$ cat src/rtl/pool_pkg.sv
// Shared definitions for the 2x2/stride-2 max-pooling scheduler.
//   POOL_DATA_WIDTH : default element width (Q8.8 signed)
//   pool_state_t    : scheduler FSM states
//   clog2           : ceiling log2, never less than 1 so derived widths stay legal
package pool_pkg;

  localparam int POOL_DATA_WIDTH = 16;

  typedef enum logic [2:0] {
    IDLE,
    FETCH,
    WAIT,
    EMIT,
    DONE
  } pool_state_t;

  function automatic int clog2(input int value);
    int result;
    result = 0;
    while ((1 << result) < value) result++;
    if (result < 1) result = 1;
    return result;
  endfunction

endpackage

$ cat src/rtl/pool_max4.sv
// Combinational signed maximum of four elements, built as two compare stages.
//   in0..in3 : signed operands
//   y        : largest operand (ties are value-identical, so order is irrelevant)
module pool_max4 import pool_pkg::*; #(
  parameter int DATA_WIDTH = POOL_DATA_WIDTH
) (
  input  logic signed [DATA_WIDTH-1:0] in0,
  input  logic signed [DATA_WIDTH-1:0] in1,
  input  logic signed [DATA_WIDTH-1:0] in2,
  input  logic signed [DATA_WIDTH-1:0] in3,
  output logic signed [DATA_WIDTH-1:0] y
);

  logic signed [DATA_WIDTH-1:0] max01;
  logic signed [DATA_WIDTH-1:0] max23;

  assign max01 = (in0 > in1) ? in0 : in1;
  assign max23 = (in2 > in3) ? in2 : in3;
  assign y     = (max01 > max23) ? max01 : max23;

endmodule

$ cat src/rtl/pool_scheduler.sv
// Sequences 2x2/stride-2 max-pooling over a multi-channel feature map.
// Each window: four single-word reads (FETCH), last data beat (WAIT),
// then the pooled value is presented on a valid/ready port (EMIT).
//   clk, reset          : clock, asynchronous active-high reset
//   start, busy, done   : run handshake (start sampled only in IDLE)
//   rd_en, rd_addr      : read request to input buffer
//   rd_data             : read data, one cycle after rd_en
//   out_valid/out_ready : output handshake
//   out_data, out_addr  : pooled value and its output-buffer address
module pool_scheduler import pool_pkg::*; #(
  parameter  int DATA_WIDTH = POOL_DATA_WIDTH,
  parameter  int IN_SIZE    = 256,
  parameter  int CHANNELS   = 64,
  localparam int IN_AW      = clog2(CHANNELS * IN_SIZE * IN_SIZE),
  localparam int OUT_AW     = clog2(CHANNELS * (IN_SIZE / 2) * (IN_SIZE / 2))
) (
  input  logic                  clk,
  input  logic                  reset,
  input  logic                  start,
  output logic                  busy,
  output logic                  done,
  output logic                  rd_en,
  output logic [IN_AW-1:0]      rd_addr,
  input  logic [DATA_WIDTH-1:0] rd_data,
  output logic                  out_valid,
  input  logic                  out_ready,
  output logic [DATA_WIDTH-1:0] out_data,
  output logic [OUT_AW-1:0]     out_addr
);

  localparam int HALF = IN_SIZE / 2;
  localparam int CW   = clog2(CHANNELS);
  localparam int SW   = clog2(IN_SIZE);

  pool_state_t state, state_nx;

  logic [CW-1:0] c;
  logic [SW-1:0] r;
  logic [SW-1:0] col;
  logic [1:0]    k;

  // Only three window elements are stored; the fourth is still on rd_data
  // during WAIT and feeds the comparator directly.
  logic signed [DATA_WIDTH-1:0] w [3];
  logic signed [DATA_WIDTH-1:0] max_val;

  logic last_col, last_row, last_ch, last_win;

  assign last_col = (col == SW'(IN_SIZE - 2));
  assign last_row = (r == SW'(IN_SIZE - 2));
  assign last_ch  = (c == CW'(CHANNELS - 1));
  assign last_win = last_col && last_row && last_ch;

  // k[1] selects the lower row of the window, k[0] the right column.
  assign rd_addr = IN_AW'(32'(c) * IN_SIZE * IN_SIZE
                        + (32'(r) + 32'(k[1])) * IN_SIZE
                        + 32'(col) + 32'(k[0]));

  pool_max4 #(.DATA_WIDTH(DATA_WIDTH)) u_max4 (
    .in0 (w[0]),
    .in1 (w[1]),
    .in2 (w[2]),
    .in3 (rd_data),
    .y   (max_val)
  );

  always_ff @(posedge clk or posedge reset) begin
    if (reset) state <= IDLE;
    else       state <= state_nx;
  end

  always_comb begin
    state_nx = state;
    case (state)
      IDLE:    if (start) state_nx = FETCH;
      FETCH:   if (k == 2'd3) state_nx = WAIT;
      WAIT:    state_nx = EMIT;
      EMIT:    if (out_ready) state_nx = last_win ? DONE : FETCH;
      DONE:    state_nx = IDLE;
      default: state_nx = IDLE;
    endcase
  end

  always_comb begin
    rd_en     = 1'b0;
    busy      = 1'b0;
    done      = 1'b0;
    out_valid = 1'b0;
    case (state)
      FETCH: begin
        rd_en = 1'b1;
        busy  = 1'b1;
      end
      WAIT:  busy = 1'b1;
      EMIT: begin
        busy      = 1'b1;
        out_valid = 1'b1;
      end
      DONE:  done = 1'b1;
      default: ;
    endcase
  end

  always_ff @(posedge clk or posedge reset) begin
    if (reset) begin
      c        <= '0;
      r        <= '0;
      col      <= '0;
      k        <= '0;
      out_data <= '0;
      out_addr <= '0;
      for (int i = 0; i < 3; i++) w[i] <= '0;
    end else begin
      case (state)
        IDLE: begin
          if (start) begin
            c   <= '0;
            r   <= '0;
            col <= '0;
            k   <= '0;
          end
        end
        FETCH: begin
          k <= k + 2'd1;
          if (k != 2'd0) w[k - 2'd1] <= rd_data;
        end
        WAIT: begin
          out_data <= max_val;
          out_addr <= OUT_AW'(32'(c) * HALF * HALF
                            + 32'(r >> 1) * HALF
                            + 32'(col >> 1));
        end
        EMIT: begin
          if (out_ready) begin
            k <= '0;
            if (last_col) begin
              col <= '0;
              if (last_row) begin
                r <= '0;
                c <= last_ch ? '0 : c + CW'(1);
              end else begin
                r <= r + SW'(2);
              end
            end else begin
              col <= col + SW'(2);
            end
          end
        end
        default: ;
      endcase
    end
  end

endmodule
$ cat config.mk
export PLATFORM = sky130hd
export DESIGN_NAME = pool_scheduler
export DESIGN_NICKNAME = d
export VERILOG_FILES = /design/src/rtl/pool_pkg.sv /design/src/rtl/pool_max4.sv /design/src/rtl/pool_scheduler.sv
export SDC_FILE = /design/constraint.sdc
export NUM_CORES = 1
export LEC_CHECK = 0
export ABC_AREA = 1
export CAP_MARGIN = 20
export CORE_MARGIN = 2
export CORE_UTILIZATION = 56
export CTS_CLUSTER_SIZE = 12
export DETAILED_ROUTE_END_ITERATION = 16
export GPL_TIMING_DRIVEN = 0
export PLACE_DENSITY_LB_ADDON = 0.05
export SLEW_MARGIN = 5
export SYNTH_ARGS = -nofsm -noshare
export SYNTH_HDL_FRONTEND = slang
export SYNTH_SLANG_ARGS = --single-unit
$ cat constraint.sdc
create_clock -name clk -period 4.1 [get_ports clk]
set_clock_uncertainty 0.05 [all_clocks]
set_input_delay 0.615 -clock clk [delete_from_list [all_inputs] [get_ports clk]]
set_output_delay 0.615 -clock clk [all_outputs]
set_load 0.005 [all_outputs]
== Yosys cells after proc, flatten, opt, wreduce, memory -nomap -nowiden ==
Cells that the tools add are included.

* Flip-flop bits (word level): 111
* Logic and storage cells: 86
* Bits of input ports: 20
* Output and inout bits: 62

* Equal/unequal tests: 13
* Order comparisons: 5
* Add/subtract/negate cells: 11
* Multiplexer cells: 32
* Bitwise logic cells: 1
* Reduce and logical (&&, ||, !) cells: 14

{| class="wikitable"
|+ Operators with widths
! operator !! number
|-
| 2-to-1 mux 16 bit || 4
|-
| bitwise mux 48 bit || 1
|-
| > comparator 16 bit || 3
|-
| 2-to-1 mux 8 bit || 6
|-
| demux 16 bit (select 2 bit) || 1
|-
| case mux 8 bit (2 select lines) || 2
|-
| 2-to-1 mux 6 bit || 5
|-
| adder 22 x 1 -> 22 bit || 1
|-
| adder 22 x 17 -> 22 bit || 1
|-
| adder 22 x 8 -> 22 bit || 1
|-
| adder 20 x 14 -> 20 bit || 1
|-
| adder 20 x 7 -> 20 bit || 1
|-
| adder 8 x 2 -> 8 bit (second input constant) || 2
|-
| == test 8 bit (second input constant) || 2
|-
| 2-to-1 mux 3 bit || 4
|-
| case mux 3 bit (4 select lines) || 1
|-
| case mux 6 bit (2 select lines) || 1
|-
| inequality test 2 bit (second input constant) || 5
|-
| adder 8 x 1 -> 9 bit || 1
|-
| AND reduction 3 bit || 3
|-
| adder 6 x 1 -> 6 bit (second input constant) || 1
|-
| == test 3 x 2 -> 1 bit (second input constant) || 2
|-
| == test 6 bit (second input constant) || 1
|-
| case mux 2 bit (3 select lines) || 1
|-
| other kinds (18) || 25
|}

== Longest topological paths before layout ==
* Depth in word-level cells: 7
* Gate-level depth with buffers: 32
* Gate-level depth less buffers: 30

== Cells and area by module ==
A second synthesis with hierarchy kept.

* Cell total of the unflattened synthesis: 913
* Area, all modules: 7144.4 um^2

{| class="wikitable"
|+ By module, submodules not included
! module !! sequential area each (um^2) !! times used !! area each (um^2) !! cells an instance
|-
| pool_scheduler || 2727.6 || 1 || 4803.4 || 521
|-
| pool_max4 || 0.0 || 1 || 2341.0 || 392
|}

== Worst setup path after synthesis ==
OpenSTA, ideal clock, no wires.

* Kind: input-to-reg
* Start: input rd_data[15]
* End: register out_data[7]
* Library setup time: 0.118 ns
* Slack: 0.482 ns
* Stages: 21
* Path buffers: 2
* Data required time: 3.932 ns
* Arrival: 3.450 ns
* Cell sequence: inv_1 ha_1 a21oi_1 o21ai_0 a21oi_1 nand3_2 nand3_2 buf_4 nand2_1 and2_1 ha_1 nand2_1 nor4_2 nand2_1 nand3_1 nand3_2 inv_2 buf_4 nand3_1 nand3_1 nand2_1

* Word-level cells in the longest chain between the ends: 4

{| class="wikitable"
|+ Ends and longest elaborated chain
! element !! line !! source
|-
| start: declaration || pool_scheduler.sv:24 || <nowiki>input logic [DATA_WIDTH-1:0] rd_data,</nowiki>
|-
| > comparator 16 bit || pool_max4.sv:18 || <nowiki>assign max23 = (in2 > in3) ? in2 : in3;</nowiki>
|-
| 2-to-1 mux 16 bit * || pool_max4.sv:18 ||
|-
| > comparator 16 bit || pool_max4.sv:19 || <nowiki>assign y = (max01 > max23) ? max01 : max23;</nowiki>
|-
| 2-to-1 mux 16 bit * || pool_max4.sv:19 ||
|-
| end signal: assignment || pool_scheduler.sv:128 || <nowiki>out_data <= max_val;</nowiki>
|-
| end: declaration || pool_scheduler.sv:27 || <nowiki>output logic [DATA_WIDTH-1:0] out_data,</nowiki>
|}

Mark *: on every way between the ends. The rest lies on a longest branch, timed or not.
A chain may end at the register's enable or synchronous reset.

== Final worst setup path ==
* Start: input rd_data[13]
* End: register out_data[7]

Same word-level chain as after synthesis.

==> impl_metrics.py <==
metrics = {
    "placed_design": {
        "placement.cell_area_um2": 7630,
        "gp_congestion": 0.959,
        "port_buffers": 81,
        "hpwl_um": 13500,
    },
    "cts": {
        "numCtsBuffers": 9,
        "cts.sinks": 109,
        "cts_tree": "done",
        "cts_root_buf": "clkbuf_16",
        "clkTransAtPathRegs_ns": 0.07,
        "hold_buffers": 0,
        "clock_latency_ns": 0.36,
        "cts_buffer_depth": 2,
        "htree_num_levels": 3,
    },
    "grt": {
        "antenna_found_initial": 0,
        "grt_usage_pct": 29.9,
        "grt_pass1_wl_um": 30200,
        "overflow": 0,
        "grt_max_degree": 93,
        "grt_pass1_vias": 6179,
    },
    "floorplan": {
        "dieArea_um2": 12700,
        "ioPinCount": 82,
        "fp.dieH_um": 113,
        "initial_core_util_pct": 57.6,
        "die_x_um": 113,
        "row_count": 39,
        "core-area_um2": 11500,
    },
    "critical_path": {
        "crit_buf_inv": 5,
        "path_class": "primary input to flop",
        "crit_chain": "clkdlybuf4s50_1 -> inv_2 -> ha_4 -> a21oi_2 -> o21ai_1 -> a21oi_4 -> nand2_2 -> nand2_4 -> buf_6 -> nand4_1 -> and2_1 -> ha_1 -> nand2_2 -> nor4_4 -> nand2_2 -> nand3_2 -> nand3_4 -> inv_4 -> buf_8 -> nand3_1 -> nand3_2 -> nand2_1",
        "r2r_cells": 23,
        "path_delay_family": "simple AND/OR/NAND/NOR gates",
        "r2r-end": "out_data[7]",
        "critPathMostFrequentCell": "nand2_2",
        "cp.arrival_ns": 4.21,
        "critPathMaxFanout": 10,
        "slowest_stage": "clkdlybuf4s50_1",
        "critical_path.startpoint_type": "primary input",
        "rr_startpoint": "w[31]",
        "end_kind": "flop",
        "r2r_slack_ns": 0.18,
        "cp.required_ns": 4.29,
        "max_stage_delay_ns": 0.50,
    },
    "hold_path": {
        "min_from": "out_data[13]",
        "whs_endpoint": "out_data[13]",
        "whs_path_depth": 2,
        "min_path_type": "flop to flop",
    },
    "outcome": {
        "status": "complete, no violations",
    },
    "logic_synthesis": {
        "synth_nets": 916,
        "synth-edff-count": 0,
        "synth_cell_types": 41,
        "synthFlopType": "dfrtp_1",
        "postSynth.asyncResetShare_pct": 100,
        "synth-seq-cells": 109,
        "syn-instance-count": 839,
        "ys_seq_area_share_pct": 41.3,
        "synth.avg_cell_area_um2": 7.87,
        "syn_area_um2": 6610,
        "yosys_warnings": 0,
    },
    "detailed_routing": {
        "viasPerCell": 5.80,
        "vias": 6349,
        "drc_errors": 0,
        "wl_per_cell_um": 17.0,
        "drtIter0Drc": 634,
        "drt_pass1_iterations": 5,
        "totalWireLength_um": 18600,
        "postRouteAntennaNets": 0,
    },
    "layout": {
        "area_growth_pct": 27.4,
        "nNetsFinal": 1024,
        "layout_common_cells": "218 x nand2_1, 109 x dfrtp_1, 77 x o21ai_0",
        "n_antenna_cell": 0,
        "nFillCells": 891,
        "finalInstanceArea_um2": 8420,
        "final_common_cell": "nand2_1",
        "drive_above_1_share_pct": 13.8,
    },
    "timing": {
        "slew_headroom_pct": 57.2,
        "timing.final.crit_period_ns": 4.02,
        "fmax_ghz": 0.248,
        "slew_viol_final": 0,
        "hold_viol_final": 0,
        "setup_viol": 0,
        "worst_pin_slew_ns": 0.643,
        "timing.final.crit_share_pct": 98.2,
    },
    "run": {
        "cap_viol_max_count": 0,
    },
}
-- worst register-to-register path: cells and delay by family (launching register included) --
family	cells	cell delay (ns)
simple gates	16	2.14
fa+ha+maj	2	0.57
buf+inv	4	0.55
flops	1	0.38
compound gates	1	0.15
-- cell usage after synthesis (2+ instances only) --
| cell type | count | area, um2 |
|---|---|---|
| inv_2 | 5 | 18.8 |
| nor2_1 | 25 | 93.8 |
| buf_4 | 7 | 52.6 |
| o21ai_0 | 79 | 395 |
| nor3b_1 | 2 | 15.0 |
| o21a_1 | 3 | 22.5 |
| o21ai_1 | 3 | 15.0 |
| inv_1 | 78 | 293 |
| nand2_1 | 229 | 860 |
| dfrtp_1 | 109 | 2730 |
| clkbuf_1 | 30 | 113 |
| buf_2 | 6 | 30.0 |
| ha_1 | 57 | 713 |
| a21oi_1 | 28 | 140 |
| and2_1 | 16 | 100 |
| nand3_1 | 73 | 365 |
| nand2_2 | 7 | 43.8 |
| nand3_2 | 7 | 70.1 |
| clkinv_1 | 2 | 7.51 |
| nor3_1 | 8 | 40.0 |
| xor2_1 | 8 | 70.1 |
| nand4_1 | 36 | 225 |
| nor2_4 | 3 | 33.8 |
-- metrics by stage --
step / instances / hold slack, ns / util, % / TNS (ns) / setup WS [ns]
after CTS: 1087 / 0.433 / 70.6 / -0.000784 / -0.000784
after global routing: 1095 / 0.448 / 73.4 / -0.214 / -0.0453
after floorplan: 839 / 0.396 / - / 0 / 0.482
after detailed placement: 1064 / 0.414 / 66.5 / -12.55 / -0.898
final: 1095 / 0.427 / 73.4 / 0 / 0.0754
after global placement: 1063 / 0.412 / 66.2 / -126.16 / -1.06
-- sequential cells by signal, summed over array words and instances, names as in the netlist --
signal,count
out_data,16
state,3
out_addr,20
r,7
c,6
w,48
col,7
k,2
-- per-layer routing --
| metal | GRT usage, % | up-vias | wire length, um |
|---|---|---|---|
| met2 | 46.7 | 259 | 8870 |
| li1 | - | 2990 | - |
| met5 | 0 | - | 0 |
| met3 | 7.13 | 41 | 1360 |
| met4 | 11.0 | 0 | 505 |
| met1 | 40.9 | 3059 | 7870 |
-- logic make-up after synthesis --
| kind of cell | after synthesis | share of synthesized area, % |
|---|---|---|
| adder cells (fa/ha/maj) | 57 | 10.8 |
| buffers and inverters | 129 | 7.95 |
| other | 1 | 0.0568 |
| AND/OR/NAND/NOR | 413 | 29.0 |
| XOR/XNOR | 8 | 1.06 |
| flip-flops | 109 | 41.3 |
| AO/OA/AOI/OAI | 122 | 9.81 |
-- final cells by class --
class / count / area (um2) / area share, %
multi-input cells: 601 / 3650 / 43.4
flip-flops and latches: 109 / 2730 / 32.4
repair buffers: 97 / 1000 / 11.9
inverters: 85 / 327 / 3.88
plain buffers: 44 / 235 / 2.79
clock buffers: 10 / 229 / 2.72
well taps: 143 / 179 / 2.13
clock inverters: 6 / 63.8 / 0.758
-- worst max path at each step --
stage,to,cells after the start,startpoint,slack (ns)
after floorplan,out_data[7],21,rd_data[15],0.48
after global placement,w[27],2,reset,-1.06
after detailed placement,out_data[14],21,rd_data[15],-0.90
after CTS,out_data[14],23,rd_data[13],-0.0008
after global routing,out_data[7],25,rd_data[4],-0.05
final,out_data[7],22,rd_data[13],0.08
-- repair_timing --
item                       CTS  global route
pin swaps                    8            18
setup buffers                6             7
gates cloned                 1             1
setup endpoints to repair   16            16
gates resized for setup     31            66
Power is left out: the tool's default activity adds up to more than one toggle a clock period on the data nets, which glitch-free logic cannot reach.
